===== config.mk =====
export PLATFORM = sky130hd
export DESIGN_NAME = sr_flag_bank
export DESIGN_NICKNAME = d
export VERILOG_FILES = /design/src/rtl/sr_flag_bank_pkg.sv /design/src/rtl/sr_flag_bank_chan.sv /design/src/rtl/sr_flag_bank.sv
export SDC_FILE = /design/constraint.sdc
export NUM_CORES = 1
export LEC_CHECK = 0
export ABC_AREA = 1
export ABC_CLOCK_PERIOD_IN_PS = 1300
export CAP_MARGIN = 20
export CORE_MARGIN = 1
export CORE_UTILIZATION = 44
export CTS_CLUSTER_SIZE = 12
export DETAILED_ROUTE_END_ITERATION = 6
export HOLD_SLACK_MARGIN = 0.06
export PLACE_DENSITY_LB_ADDON = 0.25
export REMOVE_ABC_BUFFERS = 1
export SLEW_MARGIN = 30
export SYNTH_ARGS = -nofsm -noshare
export SYNTH_HDL_FRONTEND = slang
export SYNTH_SLANG_ARGS = --single-unit

===== constraint.sdc =====
create_clock -name clk -period 1.3 [get_ports clk]
set_input_delay 0.26 -clock clk [delete_from_list [all_inputs] [get_ports clk]]
set_output_delay 0.26 -clock clk [all_outputs]
set_load 0.005 [all_outputs]

===== src/rtl/sr_flag_bank_pkg.sv =====
// Shared encodings and helpers for the synchronised set/reset flag bank.
// Imported by the per-channel slice and the bank top level.
package sr_flag_bank_pkg;

    localparam logic EDGE    = 1'b1;
    localparam logic LEVEL   = 1'b0;
    localparam logic SET_DOM = 1'b1;
    localparam logic RST_DOM = 1'b0;

    localparam int unsigned MaxSyncStages = 3;
    localparam int unsigned MaxCntW       = 16;

    // True when the low cnt_w bits of cnt are all ones.
    function automatic logic cnt_saturated(input logic [MaxCntW-1:0] cnt,
                                           input int unsigned        cnt_w);
        logic [MaxCntW-1:0] ones;
        ones = {MaxCntW{1'b1}} >> (MaxCntW - cnt_w);
        return cnt == ones;
    endfunction

endpackage


===== src/rtl/sr_flag_bank_chan.sv =====
// One flag channel: s/r synchroniser, edge history, prioritised flag,
// change pulse and saturating set-event counter.
module sr_flag_chan
    import sr_flag_bank_pkg::*;
#(
    parameter int unsigned SyncStages = 2,
    parameter int unsigned CntW       = 4
) (
    input  logic            clk_i,
    input  logic            rst_ni,
    input  logic            enable_i,
    input  logic            clr_all_i,
    input  logic            s_i,
    input  logic            r_i,
    input  logic            edge_mode_i,
    input  logic            set_dom_i,
    input  logic            cnt_clr_i,
    output logic            q_o,
    output logic            changed_o,
    output logic [CntW-1:0] cnt_o
);

    logic            s_sync, r_sync;
    logic            s_prev_q, r_prev_q;
    logic            ts, tr;
    logic            q_q, q_d;
    logic            changed_q;
    logic [CntW-1:0] cnt_q, cnt_d;

    if (SyncStages == 0) begin : g_bypass
        assign s_sync = s_i;
        assign r_sync = r_i;
    end else begin : g_sync
        logic [SyncStages-1:0] s_pipe_q, r_pipe_q;

        always_ff @(posedge clk_i or negedge rst_ni) begin
            if (!rst_ni) begin
                s_pipe_q <= '0;
                r_pipe_q <= '0;
            end else begin
                s_pipe_q <= (s_pipe_q << 1) | SyncStages'(s_i);
                r_pipe_q <= (r_pipe_q << 1) | SyncStages'(r_i);
            end
        end

        assign s_sync = s_pipe_q[SyncStages-1];
        assign r_sync = r_pipe_q[SyncStages-1];
    end

    always_comb begin
        ts = s_sync;
        tr = r_sync;
        if (edge_mode_i == EDGE) begin
            ts = s_sync & ~s_prev_q;
            tr = r_sync & ~r_prev_q;
        end

        q_d = q_q;
        if (clr_all_i) begin
            q_d = 1'b0;
        end else if (enable_i) begin
            if (ts && tr) begin
                q_d = (set_dom_i == SET_DOM);
            end else if (ts) begin
                q_d = 1'b1;
            end else if (tr) begin
                q_d = 1'b0;
            end
        end

        // cnt_clr beats a same-cycle increment; saturate instead of wrapping.
        cnt_d = cnt_q;
        if (cnt_clr_i) begin
            cnt_d = '0;
        end else if (q_d && !q_q && !cnt_saturated(MaxCntW'(cnt_q), CntW)) begin
            cnt_d = cnt_q + CntW'(1);
        end
    end

    always_ff @(posedge clk_i or negedge rst_ni) begin
        if (!rst_ni) begin
            s_prev_q  <= 1'b0;
            r_prev_q  <= 1'b0;
            q_q       <= 1'b0;
            changed_q <= 1'b0;
            cnt_q     <= '0;
        end else begin
            s_prev_q  <= s_sync;
            r_prev_q  <= r_sync;
            q_q       <= q_d;
            changed_q <= q_d ^ q_q;
            cnt_q     <= cnt_d;
        end
    end

    assign q_o       = q_q;
    assign changed_o = changed_q;
    assign cnt_o     = cnt_q;

endmodule


===== src/rtl/sr_flag_bank.sv =====
// Bank of WIDTH synchronised set/reset flags with per-channel counters
// and a masked, registered interrupt summary.
module sr_flag_bank
    import sr_flag_bank_pkg::*;
#(
    parameter int unsigned WIDTH       = 8,
    parameter int unsigned SYNC_STAGES = 2,
    parameter int unsigned CNT_W       = 4
) (
    input  logic                   clk,
    input  logic                   reset_triggerN,
    input  logic                   enable,
    input  logic                   clr_all,
    input  logic [WIDTH-1:0]       s,
    input  logic [WIDTH-1:0]       r,
    input  logic [WIDTH-1:0]       edge_mode,
    input  logic [WIDTH-1:0]       set_dom,
    input  logic [WIDTH-1:0]       irq_mask,
    input  logic                   cnt_clr,
    output logic [WIDTH-1:0]       q,
    output logic [WIDTH-1:0]       qN,
    output logic [WIDTH-1:0]       changed,
    output logic [WIDTH*CNT_W-1:0] set_cnt,
    output logic                   irq
);

    logic irq_q;

    for (genvar i = 0; i < WIDTH; i++) begin : g_chan
        sr_flag_chan #(
            .SyncStages (SYNC_STAGES),
            .CntW       (CNT_W)
        ) u_chan (
            .clk_i       (clk),
            .rst_ni      (reset_triggerN),
            .enable_i    (enable),
            .clr_all_i   (clr_all),
            .s_i         (s[i]),
            .r_i         (r[i]),
            .edge_mode_i (edge_mode[i]),
            .set_dom_i   (set_dom[i]),
            .cnt_clr_i   (cnt_clr),
            .q_o         (q[i]),
            .changed_o   (changed[i]),
            .cnt_o       (set_cnt[i*CNT_W +: CNT_W])
        );
    end

    always_ff @(posedge clk or negedge reset_triggerN) begin
        if (!reset_triggerN) begin
            irq_q <= 1'b0;
        end else begin
            irq_q <= |(q & irq_mask);
        end
    end

    assign qN  = ~q;
    assign irq = irq_q;

endmodule

---- After elaboration in Yosys (flattened, before gate mapping) ----
Index checks and enable logic that the tools add are counted.
Widths: inputs -> output; s select.
storage, ports and cells
  register bits ........................... 97
  input port bits ......................... 45
  output and inout bits ................... 57
  logic and storage cells ................. 252
operators by class
  add/subtract/negate cells ............... 8
  eq/ne operators ......................... 8
  mux-type cells .......................... 72
  bitwise operators ....................... 58
  reduce and logical (&&, ||, !) cells .... 49
operator list
  kind                 count
  $mux 4               16
  $mux 1               56
  $add 4x1->4 const B  8
  $eq 4x4->1 const B   8
  $or 2x1->2           16
  $logic_and 1x1->1    24
  $and 1x1->1          16
  $logic_not 1->1      16
  $not 1->1            16
  $reduce_bool 2->1    8
  $and 8x8->8          1
  $not 8->8            1
  $reduce_or 8->1      1
  $xor 1x1->1          8

---- Longest topological paths before layout ----
  depth in word-level cells ............... 12
  mapped depth ............................ 12
  mapped depth without buffers ............ 12

---- Cells and area by module ----
Synthesis repeated with hierarchy kept, for this count alone.
unflattened totals
  cell total of the unflattened synthesis .. 416
  area total of the unflattened synthesis .. 3,935.0 um2
modules (own cells, without submodules)
  module        times used  cells each  area each (um2)  seq. area each (um2)
  sr_flag_chan  8           49          478.0            300.3
  sr_flag_bank  1           24          111.4            25.0

---- Least setup slack after synthesis ----
No wires, ideal clock.
  path type ............................... input to register
  from .................................... in enable
  to ...................................... reg g_chan[5].u_chan.cnt_q[3]
  setup time .............................. 0.118 ns
  arrival ................................. 1.325 ns
  data required time ...................... 1.182 ns
  slack ................................... -0.143 ns
  cell stages on the path ................. 10
  buffers on the path ..................... 1
  path through ............................ buf_2 -> inv_1 -> nand2_1 -> a21oi_1 -> ha_1 -> o21ai_4 -> nand2_2 -> clkinv_2 -> nand2_1 -> o21ai_2
between the ends
  word-level cells in the longest chain between the ends .. 5
ends and longest elaborated chain
  element                          RTL line                 text
  start: declaration               sr_flag_bank.sv:12       input logic enable,
  $mux 1                           sr_flag_bank_chan.sv:61  end else if (enable_i) begin
  $mux 1                           sr_flag_bank_chan.sv:59  if (clr_all_i) begin
  via g_chan[5].u_chan.q_d         sr_flag_bank_chan.sv:26  logic q_q, q_d;
  $logic_and 1x1->1 (2 in series)  sr_flag_bank_chan.sv:75  end else if (q_d && !q_q && !cnt_saturated(MaxCntW'(cnt_q), CntW)) begin
  $reduce_bool 2->1 (no line)      --
  end signal: assignment           sr_flag_bank_chan.sv:92  cnt_q <= cnt_d;
  end: declaration                 sr_flag_bank_chan.sv:28  logic [CntW-1:0] cnt_q, cnt_d;
The timed path passes the listed nets, and every way through them passes these cells.
A chain may end at the register's enable or synchronous reset.

---- Final worst setup path ----
  from .................................... reg g_chan[4].u_chan.g_sync.r_pipe_q[1]
  to ...................................... reg g_chan[4].u_chan.cnt_q[2]
between the ends
  word-level cells in the longest chain between the ends .. 10
  elaborated cells on any way between the ends .. 11
  classes of those cells .................. 6 x mux; 1 x bitwise; 4 x reduce/logical
ends and longest elaborated chain
  element                            RTL line                 text
  start: declaration                 sr_flag_bank_chan.sv:34  logic [SyncStages-1:0] s_pipe_q, r_pipe_q;
  start signal: assignment           sr_flag_bank_chan.sv:42  r_pipe_q <= (r_pipe_q << 1) | SyncStages'(r_i);
  $and 1x1->1                        sr_flag_bank_chan.sv:55  tr = r_sync & ~r_prev_q;
  $mux 1 *                           sr_flag_bank_chan.sv:53  if (edge_mode_i == EDGE) begin
  $mux 1                             sr_flag_bank_chan.sv:66  end else if (tr) begin
  $mux 1                             sr_flag_bank_chan.sv:64  end else if (ts) begin
  $mux 1 *                           sr_flag_bank_chan.sv:62  if (ts && tr) begin
  $mux 1 *                           sr_flag_bank_chan.sv:61
  $mux 1 *                           sr_flag_bank_chan.sv:59
  via g_chan[4].u_chan.q_d           sr_flag_bank_chan.sv:26
  $logic_and 1x1->1 * (2 in series)  sr_flag_bank_chan.sv:75
  $reduce_bool 2->1 (no line) *      --
  end signal: assignment             sr_flag_bank_chan.sv:92
  end: declaration                   sr_flag_bank_chan.sv:28
Mark *: on every way through the listed nets, which the timed path passes. The rest lies on a longest branch.

==> metrics.txt <==
# TYPE chip_impl_metric gauge
chip_impl_metric{name="pin_count",unit=""} 102
chip_impl_metric{name="dieWidth",unit="um"} 98.4
chip_impl_metric{name="cp.buffers_inverters",unit=""} 1
chip_impl_metric{name="clk_pin_slew_worst_paths",unit="ps"} 110
chip_impl_metric{name="synthXorXnorAreaFrac",unit=""} 0.0236
chip_impl_metric{name="cts.sinks",unit=""} 97
chip_impl_metric{name="ys_seq_elements",unit=""} 97
chip_impl_info{name="cp_top_family",value="flip-flops"} 1
chip_impl_metric{name="synth_compound_gate_area_share",unit=""} 0.0502
chip_impl_info{name="critical-path-slowest-cell",value="dfrtp_1"} 1
chip_impl_info{name="crit_path_end_kind",value="flip-flop"} 1
chip_impl_metric{name="fp-row-count",unit=""} 34
chip_impl_metric{name="routed_wire_length_per_instance",unit="um"} 14.6
chip_impl_metric{name="finalCritPeriodShare",unit=""} 1.19
chip_impl_info{name="unrepaired_setup_endpoints_after_global_routing",value="yes"} 1
chip_impl_metric{name="placed_cell_area",unit="um2"} 5360
chip_impl_metric{name="total_power",unit="mW"} 6.09
chip_impl_metric{name="groute.usage.overall",unit=""} 0.220
chip_impl_info{name="crit_path_frequent_cell",value="nand2_2"} 1
chip_impl_metric{name="antenna_found_initial",unit=""} 0
chip_impl_metric{name="fin_ws",unit="ps"} -248
chip_impl_metric{name="final_core_util",unit=""} 0.724
chip_impl_metric{name="synth_area_per_cell",unit="um2"} 9.74
chip_impl_metric{name="period_minus_slack",unit="ps"} 1550
chip_impl_info{name="ys_top_cells_by_area",value="dfrtp_1 59%, nand2_1 11%, ha_1 4.9%"} 1
chip_impl_metric{name="syn2layout_area_growth",unit="%"} 56.6
chip_impl_metric{name="worst_slew_pin_slew",unit="ps"} 385
chip_impl_metric{name="synth-adder-area-share",unit=""} 0.0489
chip_impl_metric{name="setup_viol",unit=""} 39
chip_impl_metric{name="cp_max_fo",unit=""} 3
chip_impl_metric{name="floorplan.core_area",unit="um2"} 8850
chip_impl_metric{name="total_standard_cell_area_after_synthesis",unit="um2"} 4090
chip_impl_metric{name="cts_max_path_buffers",unit=""} 2
chip_impl_metric{name="critPathArrivalTime",unit="ps"} 1800
chip_impl_metric{name="timing.clock.skew",unit="ps"} 11.9
chip_impl_info{name="cts_tree",value="done"} 1
chip_impl_metric{name="drv_cap",unit=""} 0
chip_impl_metric{name="drt-total-wl",unit="mm"} 10.4
chip_impl_metric{name="vias",unit=""} 3445
chip_impl_metric{name="globalRoute.totalOverflow",unit=""} 0
chip_impl_metric{name="place_worst_setup_slack",unit="ps"} -818
chip_impl_metric{name="drtIter0Drc",unit=""} 111
chip_impl_metric{name="die_area",unit="um2"} 9690
chip_impl_info{name="path_class",value="reg2reg"} 1
chip_impl_metric{name="critPathRequiredTime",unit="ps"} 1550
chip_impl_metric{name="dpl.hpwl",unit="mm"} 6.51
chip_impl_info{name="synthDominantAreaCellType",value="dfrtp_1"} 1
chip_impl_metric{name="antenna-diode-count",unit=""} 0
chip_impl_info{name="worstHoldPathType",value="in2reg"} 1
chip_impl_metric{name="avgViaCountPerCell",unit=""} 4.85
chip_impl_metric{name="htree_levels",unit=""} 3
chip_impl_metric{name="synthesis.instances",unit=""} 420
chip_impl_metric{name="grt_pass1_wl",unit="mm"} 16.6
chip_impl_metric{name="largest_net_degree_at_the_start_of_global_routing",unit=""} 34
chip_impl_metric{name="synth.top_cell.area_share",unit=""} 0.593
chip_impl_metric{name="post_synth_num_cell_types",unit=""} 18
chip_impl_info{name="critPathLaunch",value="g_chan[4].u_chan.g_sync.r_pipe_q[1]"} 1
chip_impl_metric{name="grt_pass1_vias",unit=""} 3564
chip_impl_metric{name="floorplan.initialDensity",unit=""} 0.462
chip_impl_metric{name="drt_pass1_iterations",unit=""} 6
chip_impl_metric{name="powerDensity",unit="nW/um2"} 951
chip_impl_info{name="critical_path.reg2reg.startpoint",value="g_chan[4].u_chan.g_sync.r_pipe_q[1]"} 1
chip_impl_info{name="min_from",value="s[6]"} 1
chip_impl_metric{name="postLayoutCellArea",unit="um2"} 6400
chip_impl_info{name="clock-root-buffer",value="clkbuf_8"} 1
chip_impl_info{name="startpoint_type",value="flip-flop"} 1
chip_impl_metric{name="timing.fmax",unit="GHz"} 0.646
chip_impl_metric{name="ys_seq_area_frac",unit=""} 0.593
chip_impl_info{name="failing_checks",value="design-rule violations, negative setup slack"} 1
chip_impl_metric{name="drc_errors",unit=""} 7
chip_impl_metric{name="setup-tns-final",unit="ps"} -5530
chip_impl_metric{name="finalHoldViolCount",unit=""} 0
chip_impl_metric{name="slew_headroom",unit=""} 0.743
chip_impl_metric{name="layout.nets",unit=""} 659
chip_impl_metric{name="max-vdd-ir-drop",unit="mV"} 0.639
chip_impl_metric{name="critical_path.max_stage_delay",unit="ps"} 410
chip_impl_metric{name="ant_nets",unit=""} 0
chip_impl_metric{name="cellLeakagePower",unit="nW"} 3.27
chip_impl_metric{name="drive_above_1_share",unit=""} 0.373
chip_impl_info{name="synth_top_family_by_area",value="simple AND/OR/NAND/NOR gates"} 1
chip_impl_info{name="outcome",value="finished, violations left"} 1
chip_impl_metric{name="worstSkewPairLatency",unit="ps"} 360
chip_impl_metric{name="cts_inserted_buffers",unit=""} 9
chip_impl_metric{name="finalMaxSlewViolations",unit=""} 0
chip_impl_info{name="crit_path_cell_trace",value="nand2_1 -> nand2_2 -> nand2_2 -> nand2_2 -> a21oi_2 -> ha_2 -> o21ai_4 -> nand2_2 -> buf_4 -> a21oi_2"} 1
chip_impl_metric{name="gp_congestion",unit=""} 0.796
chip_impl_metric{name="synth_simple_gate_area_share",unit=""} 0.201
chip_impl_metric{name="count_of_port_buffers_added_during_placement",unit=""} 101
chip_impl_metric{name="yosysWarnings",unit=""} 0
chip_impl_metric{name="yosys-mux-area-fraction",unit=""} 0
chip_impl_metric{name="die_h",unit="um"} 98.4
[power by group]
| group | internal (mW) | switching [mW] |
|---|---|---|
| Sequential | 3.16 | 0.0676 |
| Clock | 0.745 | 1.13 |
| Combinational | 0.516 | 0.472 |
| Total | 4.42 | 1.67 |
[layer usage]
metal / track usage / share of wire
met4: 0.0930 / 0.014
met1: 0.269 / 0.41
met5: 0 / 0
met2: 0.388 / 0.52
met3: 0.0348 / 0.053
[final timing paths]
kind / cells after the start / slack (ps) / endpoint
min in group asynchronous: 2 / 350 / g_chan[2].u_chan.r_prev_q
max in group asynchronous: 3 / 430 / g_chan[5].u_chan.s_prev_q
setup / recovery: 10 / -250 / g_chan[4].u_chan.cnt_o[2]
hold reg to reg: 0 / 360 / g_chan[0].u_chan.g_sync.s_pipe_q[1]
hold / removal: 1 / 320 / g_chan[6].u_chan.g_sync.s_pipe_q[0]
setup reg to reg: 10 / -250 / g_chan[4].u_chan.cnt_o[2]
[what timing repair did]
action | in CTS | in global routing
setup buffers | 49 | 17
gates resized for setup | 208 | 88
pin swaps | 39 | 42
hold buffers | 1 | 0
setup endpoints to repair | 93 | 76
cloned | 0 | 0
hold endpoints to repair | 24 | 0
[kinds of logic (layout without fill, tap and decap cells)]
logic type | count (synthesis) | in the layout
AND/OR/NAND/NOR | 196 | 196
flip-flops | 97 | 97
buffers and inverters | 71 | 254
AO/OA/AOI/OAI | 29 | 29
adder cells (fa/ha/maj) | 16 | 16
XOR/XNOR | 11 | 11
[final cells by class]
cell class / instances / area, um2
Clock buffer: 10 / 128
Clock inverter: 6 / 57.6
Fill cell: 631 / 2440
Inverter: 50 / 238
Multi-Input combinational cell: 252 / 1650
Sequential cell: 97 / 2430
Tap cell: 108 / 135
Timing Repair Buffer: 188 / 1770
[synthesized netlist by cell type]
cell,n
clkinv_2,4
nand3_1,36
dfrtp_1,97
a21oi_1,21
ha_1,16
buf_2,2
xor2_1,11
nor2_1,22
buf_1,1
nand2_1,122
nand4_1,5
buf_4,17
o21ai_2,4
o21ai_4,4
clkbuf_1,1
inv_4,1
inv_1,45
nand2_2,11
[placed cells by master, fill, tap and decap left out]
master            n
buf_4            62
nor2_2            1
inv_2             4
dlygate4sd3_1     1
inv_8             2
ha_2              4
buf_6            32
clkbuf_1          1
a21oi_4           3
a21oi_2          14
clkinv_4          4
clkdlybuf4s15_1  30
clkdlybuf4s50_1  34
buf_12            5
nand2_2          30
inv_4            14
nand4_1           5
dlymetal6s2s_1    1
nand3_2           9
dfrtp_2           1
inv_1            29
dfrtp_1          96
nor2_4            4
nand3_1          27
nand2_1          97
dlygate4sd2_1    18
ha_4              4
o21ai_4           4
clkbuf_8          9
nor2_1           17
inv_6             3
o21ai_2           4
ha_1              8
a21oi_1           4
clkbuf_2          2
xor2_1           10
buf_2             3
xor2_2            1
nand2_4           6
[flip-flops by register name (all words and copies together), names as in the netlist]
signal / cells
irq: 1
g_chan.u_chan.r_prev_q: 8
g_chan.u_chan.changed_o: 8
g_chan.u_chan.q_o: 8
g_chan.u_chan.g_sync.s_pipe_q: 16
g_chan.u_chan.cnt_o: 32
g_chan.u_chan.g_sync.r_pipe_q: 16
g_chan.u_chan.s_prev_q: 8
[metrics by stage]
stage / hold slack, ps / std cells
2_1_floorplan: -35.6 / 399
3_3_place_gp: 200 / 637
3_5_place_dp: 208 / 637
4_1_cts: 303 / 702
5_1_grt: 290 / 711
6_report: 318 / 711
No activity file was read; power rests on OpenSTA's default activity.
